==> src/rtl/qif_spike_decoder.sv <==
// Spike decoder for the QIF neuron V stream: threshold detection with refractory
// re-arm, saturating inter-spike interval counter and a small ISI FIFO with valid/ready.
module qif_spike_decoder #(
  parameter int          V_PEAK     = 50,
  parameter int unsigned ISI_W      = 16,
  parameter int unsigned FIFO_DEPTH = 4
) (
  input  logic             clk,
  input  logic             rst_n,
  input  logic [7:0]       v_in,
  input  logic             v_valid,
  output logic             spike,
  output logic [15:0]      spike_count,
  output logic [ISI_W-1:0] isi_data,
  output logic             isi_valid,
  input  logic             isi_ready,
  output logic             overflow
);

  localparam int unsigned         AW        = $clog2(FIFO_DEPTH);
  localparam logic signed [7:0]   PEAK      = 8'(V_PEAK);
  localparam logic [ISI_W-1:0]    CNT_ONE   = 1;
  localparam logic [AW:0]         PTR_ONE   = 1;
  localparam logic [AW:0]         FULL_FILL = (AW+1)'(FIFO_DEPTH);
  localparam logic [15:0]         SPK_ONE   = 1;

  typedef enum logic [1:0] {WAIT_FIRST, COUNT, REFRACT} state_t;

  state_t           state, next_state;
  logic [ISI_W-1:0] cnt, next_cnt, cnt_inc;
  logic             det, push;
  logic signed [7:0] v_s;
  logic             above;

  logic [ISI_W-1:0] mem [FIFO_DEPTH];
  logic [AW:0]      wr_ptr, rd_ptr, fill;
  logic             full, pop, wr_en, drop;

  assign v_s     = v_in;
  assign above   = (v_s >= PEAK);
  assign cnt_inc = (cnt == '1) ? cnt : cnt + CNT_ONE;

  always_comb begin
    next_state = state;
    next_cnt   = cnt;
    det        = 1'b0;
    push       = 1'b0;
    if (v_valid) begin
      unique case (state)
        WAIT_FIRST: begin
          if (above) begin
            det        = 1'b1;
            next_cnt   = '0;
            next_state = REFRACT;
          end
        end
        COUNT: begin
          if (above) begin
            det        = 1'b1;
            push       = 1'b1;
            next_cnt   = '0;
            next_state = REFRACT;
          end else begin
            next_cnt = cnt_inc;
          end
        end
        REFRACT: begin
          next_cnt = cnt_inc;
          if (!above) next_state = COUNT;
        end
        default: next_state = WAIT_FIRST;
      endcase
    end
  end

  always_ff @(posedge clk or negedge rst_n) begin
    if (!rst_n) begin
      state       <= WAIT_FIRST;
      cnt         <= '0;
      spike       <= 1'b0;
      spike_count <= '0;
    end else begin
      state <= next_state;
      cnt   <= next_cnt;
      spike <= det;
      if (det) spike_count <= spike_count + SPK_ONE;
    end
  end

  // A pop frees the slot the simultaneous push needs, so a full FIFO still accepts it.
  assign fill      = wr_ptr - rd_ptr;
  assign full      = (fill == FULL_FILL);
  assign isi_valid = (wr_ptr != rd_ptr);
  assign pop       = isi_valid && isi_ready;
  assign wr_en     = push && (!full || pop);
  assign drop      = push && full && !pop;
  assign isi_data  = mem[rd_ptr[AW-1:0]];

  always_ff @(posedge clk or negedge rst_n) begin
    if (!rst_n) begin
      wr_ptr   <= '0;
      rd_ptr   <= '0;
      overflow <= 1'b0;
      for (int unsigned i = 0; i < FIFO_DEPTH; i++) mem[i] <= '0;
    end else begin
      if (wr_en) begin
        mem[wr_ptr[AW-1:0]] <= cnt_inc;
        wr_ptr              <= wr_ptr + PTR_ONE;
      end
      if (pop) rd_ptr <= rd_ptr + PTR_ONE;
      if (drop) overflow <= 1'b1;
    end
  end

endmodule

==> config.mk <==
export PLATFORM = sky130hd
export DESIGN_NAME = qif_spike_decoder
export DESIGN_NICKNAME = d
export VERILOG_FILES = /design/src/rtl/qif_spike_decoder.sv
export SDC_FILE = /design/constraint.sdc
export NUM_CORES = 1
export LEC_CHECK = 0
export CAP_MARGIN = 5
export CORE_MARGIN = 2
export CORE_UTILIZATION = 54
export CTS_BUF_LIST = sky130_fd_sc_hd__clkbuf_8
export DETAILED_ROUTE_END_ITERATION = 6
export PLACE_DENSITY = 0.83
export SLEW_MARGIN = 10
export SYNTH_ARGS = -nofsm -noshare
export SYNTH_HDL_FRONTEND = slang
export SYNTH_SLANG_ARGS = --single-unit
==> constraint.sdc <==
create_clock -name clk -period 2.7 [get_ports clk]
set_clock_uncertainty 0.2 [all_clocks]
set_input_delay 0.675 -clock clk [delete_from_list [all_inputs] [get_ports clk]]
set_output_delay 0.675 -clock clk [all_outputs]
set_load 0.01 [all_outputs]
==> results of run 1 <==
[final timing paths]
kind	start	endpoint	depth (start not counted)
setup / recovery	rd_ptr[0]	isi_data[15]	3
hold / removal	rst_n	rd_ptr[1]	1
setup reg to reg	rd_ptr[0]	mem[48]	5
hold reg to reg	overflow	overflow	1
max in group asynchronous	rst_n	mem[44]	2
min in group clk	overflow	overflow	1
[worst reg2reg max path: stages, from the launching register on]
cell and delay, ps:
dfrtp_2 490, buf_16 180, ha_4 290, nand2_1 230, o311ai_4 630, mux2_2 400
[what timing repair did]
| action | in CTS | in global routing |
|---|---|---|
| hold buffers | 0 | 0 |
| cloned | 1 | 0 |
| setup endpoints to repair | 17 | 19 |
| gates resized for setup | 32 | 17 |
[through the flow]
step                      setup TNS [ps]  hold slack [ps]  cell area, um^2
after floorplan                        0              179             5410
final                                  0             72.1             6360
after global placement             -5950              253             6170
after global routing               -13.8             90.3             6360
after CTS                              0             78.9             6400
after detailed placement           -8320              245             6170
[layout make-up]
type	count	area [um^2]	share of cell area (%)
Clock buffer	10	138	2.16
Clock inverter	6	65.1	1.02
Inverter	8	30.0	0.472
Multi-Input combinational cell	326	2610	41.0
Sequential cell	106	2660	41.7
Tap cell	133	166	2.62
Timing Repair Buffer	68	697	11.0
[power by group through the flow]
stage | sequential, mW | clock [mW] | combinational [mW]
5_1_grt | 1.93 | 1.09 | 1.74
3_3_place_gp | 1.90 | 0 | 1.50
3_5_place_dp | 1.92 | 0 | 1.56
2_1_floorplan | 1.88 | 0 | 1.05
6_report | 1.91 | 1.01 | 1.60
4_1_cts | 1.90 | 1.03 | 1.59
[cells by family after synthesis]
logic type | after synthesis
flip-flops | 106
XOR/XNOR | 26
AND/OR/NAND/NOR | 141
adder cells (fa/ha/maj) | 13
buffers and inverters | 29
AO/OA/AOI/OAI | 106
multiplexers | 40
[sequential cells by signal (all words and copies together) (netlist names)]
name / count
mem: 64
rd_ptr: 3
cnt: 16
state: 2
overflow: 1
wr_ptr: 3
spike: 1
spike_count: 16
[layer usage]
metal / global-route usage, % / wire, um
met2: 36.1 / 5630
met1: 28.9 / 4950
met3: 4.07 / 433
met4: 8.88 / 202
met5: 0 / 0
[synth_stat cells (2+ instances only)]
| cell type | count | area share [%] |
|---|---|---|
| a21o_1 | 2 | 0.28 |
| a21oi_1 | 18 | 1.7 |
| a21oi_2 | 2 | 0.32 |
| a22o_1 | 4 | 0.65 |
| and2_1 | 3 | 0.35 |
| and3_1 | 8 | 0.93 |
| and4_1 | 3 | 0.49 |
| buf_2 | 6 | 0.56 |
| buf_4 | 3 | 0.42 |
| buf_6 | 4 | 0.83 |
| clkbuf_1 | 7 | 0.49 |
| dfrtp_1 | 106 | 49 |
| ha_1 | 13 | 3.0 |
| inv_1 | 8 | 0.56 |
| mux2_2 | 22 | 4.6 |
| mux4_2 | 16 | 6.7 |
| nand2_1 | 67 | 4.7 |
| nand2b_1 | 2 | 0.23 |
| nand3_1 | 17 | 1.6 |
| nand4_1 | 9 | 1.0 |
| nor2_1 | 9 | 0.62 |
| nor3_1 | 7 | 0.65 |
| nor4_4 | 5 | 2.0 |
| o21a_1 | 5 | 0.69 |
| o21ai_0 | 25 | 2.3 |
| o21ai_1 | 29 | 2.7 |
| o21ai_2 | 5 | 0.81 |
| o311ai_4 | 4 | 1.9 |
| o31ai_1 | 3 | 0.42 |
| or4_1 | 3 | 0.42 |
| xnor2_1 | 18 | 2.9 |
| xor2_1 | 6 | 0.97 |
==> key figures, run 1 <==
Run status
  – Status: complete, no violations

Logic synthesis
  – Mean Syn Cell Area: 11.7 um^2
  – Synth Area in Adders: around 3.0%
  – Main combinational cell family by area after synthesis: simple AND/OR/NAND/NOR gates
  – Synth Cell Area: 5410 um^2
  – Sequential element share of the synthesized area: 49.1%
  – Post-synthesis mux area share: 11.8%
  – Cells after synthesis: 461
  – Number of synthesized register bits: 106
  – EDFF count, synth: 0
  – Syn Nets: 486
  – Xor/xnor share of the synthesized area: under 10%
  – Yosys Warn Count: 0
  – Post-synthesis async set-or-reset flop share: between 90% and 100%
  – Post-Synth Simple-Gate Area: 14.6%
  – Count of different cell masters after synthesis: 54
  – Compound-Gate Fraction of Synth Area: 13.8%
  – Post-synth top flop: dfrtp_1

Cells and area
  – Layout cells sized above 1: 22.9%
  – Area grow syn2layout: 17.7%
  – Commonest cells after routing, fill and taps aside: 104 x dfrtp_1, 67 x nand2_1, 29 x o21ai_1
  – Final Net Count: 544
  – N_diodes: 0
  – Commonest non-fill, non-tap cell in the layout: dfrtp_1
  – Filler cells: 707
  – Non-filler cells, final: about 660
  – Util after Layout: around two thirds

CTS
  – Sink Count: 106
  – Root buffer cell: clkbuf_8
  – H-tree depth: 3
  – Post-CTS Setup Repair Bufs: 0
  – Clock-pin slew on the worst setup and hold paths: 100 ps
  – Max Buffers Root-to-Sink: 2
  – Skew-Pair Late Insertion Delay: 370 ps
  – Total CTS buffers: 9
  – CTS tree: done

Route
  – Routed len/inst: ~17 um
  – Drt drc: 0
  – Drt via density: about 5.8
  – Vias: 3,814
  – Total Routed Length: approximately 11,000 um
  – DRT iter0 DRCs: 270
  – Post-route ant nets: 0
  – Drt first pass iters: 4

Timing
  – Final period util: 97.8%
  – Max-slew violation count: 0
  – Final setup violation count: 0
  – Fin. Hold Viols: 0
  – Worst setup margin: ~60 ps
  – Worst-margin pin slew: 643 ps
  – Crit path time final: roughly 2600 ps
  – Relative slew slack: 56.7%
  – RSZ-0062 raised after global routing: true
  – Peak Freq: 379 MHz

Global route
  – First-pass GRT wire length: 19,100 um
  – Largest net degree at the start of global routing: 47
  – Vias in the first global route: 3,954
  – Initial antenna violation count: 0
  – Remaining Overflow, GRT: 0
  – GRT Total Usage: between 20% and 30%

Die
  – DIE HEIGHT: 104 um
  – Num rows: 36
  – Starting Density: 55.6%
  – Die area: 10,800 um^2
  – Width of the die: 104 um
  – I/O pin count: between 40 and 50
  – Area of the core: 9730 um^2

Power
  – Power Density: between 700 and 800 nW/um^2
  – Psw: 1.59 mW
  – Switch share: 35.2%
  – Maximum vdd drop: 734 uV
  – Flop pwr share: 42.2%
  – Tot Pwr: approximately 4.5 mW
  – Pint: 2.92 mW
  – Part of the power in combinational logic: 35.4%
  – Leak Pwr: roughly 2.7 nW
  – Clk pwr share: 22.4%

Placed design
  – Pre-CTS setup slack: -185 ps
  – Detailed placement HPWL: 7870 um
  – Routability cong.: 0.877
  – Inst Count DP: 640
  – Port bufs: 45

Worst setup path
  – Startpoint Class: register
  – Slowest stage delay, CP: about 500 ps
  – Critical Path RT: 1820 ps
  – WP data arrival: 1760 ps
  – CP Buf/Inv Count: 2
  – CP Capture Type: output pin
  – CP Cell Sequence: buf_16 -> mux4_2 -> clkdlybuf4s15_1
  – Slowest-stage cell, CP: mux4_2
  – WS Path Type: register to output pin
  – Critical path's top delay family: multiplexers
  – Reg2Reg Setup Slack: 160 ps
  – CP max FO: 9

Job
  – Max cap viols: 0

Worst hold path
  – Hold/Removal Path Class: input port to async pin
Note: power is estimated with default switching activity, not from simulation.
==> inputs of run 2 (changes only) <==
--- a/config.mk
+++ b/config.mk
@@ -11,5 +11,5 @@
 export CTS_BUF_LIST = sky130_fd_sc_hd__clkbuf_8
 export DETAILED_ROUTE_END_ITERATION = 6
-export PLACE_DENSITY = 0.83
+export PLACE_DENSITY = 0.85
 export SLEW_MARGIN = 10
 export SYNTH_ARGS = -nofsm -noshare
==> constraint.sdc (replaced) <==
create_clock -name clk -period 2.7 [get_ports clk]
set_clock_uncertainty 0.2 [all_clocks]
set_input_delay 0.54 -clock clk [delete_from_list [all_inputs] [get_ports clk]]
set_output_delay 0.54 -clock clk [all_outputs]
set_load 0.01 [all_outputs]
==> run 2 against run 1 <==
Sequential power decreased by 2%. Critical path depth increased by 2. Clock-buffer cell count decreased by 1. Flip-flop and latch count unchanged. Largest cell class unchanged. Fmax increased by 2.7%. Utilization increased by 0.064 points. Routed wire length decreased by 1.6%. Clock power about the same.
==> key figures, run 2 (synthesis gave the netlist of run 1 again) <==
Timing
  – Final period util: 95.2% (was 97.8%)
  – Hold slack: 273 ps (was 72.1 ps)
  – Worst setup margin: 129 ps (was 60.4 ps)
  – Crit path time final: 2570 ps (was 2640 ps)
  – Max-slew violation count: 0 (unchanged)
  – RSZ-0062 raised after global routing: false (was true)
  – Final setup violation count: 0 (unchanged)
  – Relative slew slack: 58.0% (was 56.7%)
  – Worst-margin pin slew: 628 ps (was 643 ps)
  – Peak Freq: 389 MHz (was 379 MHz)
  – Fin. Hold Viols: 0 (unchanged)

Placed design
  – Port bufs: 45 (unchanged)
  – Pre-CTS setup slack: -42.2 ps (was -185 ps)
  – Routability cong.: 0.864 (was 0.877)
  – Detailed placement HPWL: 7870 um (about the same)
  – DP Area: 6140 um^2 (was 6170 um^2)

Route
  – Routed len/inst: 16.6 um (was 17.1 um)
  – DRT iter0 DRCs: 399 (was 270)
  – Post-route ant nets: 0 (unchanged)
  – Vias: 3,864 (was 3,814)
  – Drt drc: 0 (unchanged)
  – Drt via density: 5.81 (about the same)
  – Total Routed Length: 11,000 um (was 11,200 um)
  – Drt first pass iters: 4 (unchanged)

CTS
  – Max Buffers Root-to-Sink: 2 (unchanged)
  – Root buffer cell: clkbuf_8 (unchanged)
  – Total CTS buffers: 9 (unchanged)
  – Skew-Pair Late Insertion Delay: 370 ps (about the same)
  – H-tree depth: 3 (unchanged)
  – Clock-pin slew on the worst setup and hold paths: 110 ps (was 100 ps)
  – CTS tree: done (unchanged)
  – Sink Count: 106 (unchanged)

Cells and area
  – Largest register FFs: 64 (unchanged)
  – Largest regs: mem: 64 flops, cnt: 16 flops, spike_count: 16 flops (unchanged)
  – Cell area after layout: 6370 um^2 (was 6360 um^2)
  – Reg with most FFs: mem (unchanged)
  – Filler cells: 769 (was 707)
  – Util after Layout: 65.4% (about the same)
  – Area grow syn2layout: 17.8% (was 17.7%)
  – Layout cells sized above 1: 21.2% (was 22.9%)
  – N_diodes: 0 (unchanged)
  – Commonest non-fill, non-tap cell in the layout: dfrtp_1 (unchanged)
  – Commonest cells after routing, fill and taps aside: 106 x dfrtp_1, 67 x nand2_1, 29 x o21ai_1 (was 104 x dfrtp_1, 67 x nand2_1, 29 x o21ai_1)
  – Final Net Count: 552 (was 544)

Power
  – Switch share: 36.8% (was 35.2%)
  – Pint: 2.78 mW (was 2.92 mW)
  – Psw: 1.62 mW (was 1.59 mW)
  – Part of the power in combinational logic: 35.1% (was 35.4%)
  – Maximum vdd drop: 719 uV (was 734 uV)
  – Power Density: 691 nW/um^2 (was 710 nW/um^2)
  – Leak Pwr: 2.81 nW (was 2.75 nW)
  – Clk pwr share: 22.3% (was 22.4%)
  – Flop pwr share: 42.6% (was 42.2%)

Die
  – Width of the die: 104 um (unchanged)
  – Die area: 10,800 um^2 (unchanged)
  – Num rows: 36 (unchanged)
  – Area of the core: 9730 um^2 (unchanged)
  – I/O pin count: 47 (unchanged)
  – DIE HEIGHT: 104 um (unchanged)
  – Starting Density: 55.6% (unchanged)

Global route
  – Initial antenna violation count: 0 (unchanged)
  – Vias in the first global route: 3,810 (was 3,954)
  – GRT Total Usage: 21.5% (was 21.9%)
  – Remaining Overflow, GRT: 0 (unchanged)
  – First-pass GRT wire length: 19,000 um (was 19,100 um)
  – Largest net degree at the start of global routing: 47 (unchanged)

Worst setup path
  – Worst-case reg-to-reg path depth: 5 (unchanged)
  – Critical Path RT: 2760 ps (was 1820 ps)
  – CP max FO: 7 (was 9)
  – CP Capture Type: register (was output pin)
  – WS Path Type: register to register (was register to output pin)
  – Startpoint Class: register (unchanged)
  – WP data arrival: 2630 ps (was 1760 ps)

Worst hold path
  – Hold Path Stages: 1
  – Hold/Removal Path Class: register to register (was input port to async pin)

Job
  – Max cap viols: 0 (unchanged)

Run status
  – Status: complete, no violations (unchanged)
run 2: repair_timing:
action / CTS / global route
gates resized for setup: 17 / 0
hold buffers: 1 / 0
endpoints found under the hold margin: 43 / 0
endpoints found under the setup margin: 17 / 9
buffers inserted: 0 / 5
pin swaps: 0 / 1
run 2: per-layer routing:
layer	wire, um	up-vias	GRT usage (%)
met3	315	12	3.01
met1	4860	1955	28.9
met5	0	-	0
li1	-	1811	-
met4	110	0	5.21
met2	5750	86	37.2
run 2: metrics by stage:
step	power, mW	setup TNS [ps]	std cells
after global placement	3.39	0	643
after floorplan	2.93	0	461
after detailed placement	3.46	-227	643
final	4.40	0	665
after global routing	4.63	0	665
after CTS	4.43	0	660
run 2: final timing paths:
path                                start              end  slack, ps
worst max-delay path            rd_ptr[0]           mem[7]        130
worst min-delay path             overflow         overflow        270
worst max register to register  rd_ptr[0]           mem[7]        130
worst min register to register   overflow         overflow        270
max in group asynchronous           rst_n           cnt[8]       1100
min in group asynchronous           rst_n  spike_count[10]        500
run 2: layout make-up:
cell class              instances  area, um^2  area share [%]
well taps                     133         166            2.61
clock buffers                   9         124            1.95
flip-flops and latches        106        2650            41.7
repair buffers                 76         724            11.4
multi-input cells             326        2590            40.8
clock inverters                 7        75.1            1.18
inverters                       8        30.0           0.472
run 2: worst max-delay path, cell delays in order (launching register included):
cell,delay [ps]
dfrtp_1,430
buf_4,180
ha_1,350
nand2_1,260
o311ai_4,620
mux2_2,410
run 2: power by group through the flow:
stage               clock [mW]  combinational [mW]  sequential, mW
floorplan                    0                1.05            1.88
global placement             0                1.50            1.89
detailed placement           0                1.56            1.90
CTS                       1.00                1.55            1.87
global route              1.06                1.68            1.89
finish                   0.983                1.55            1.87
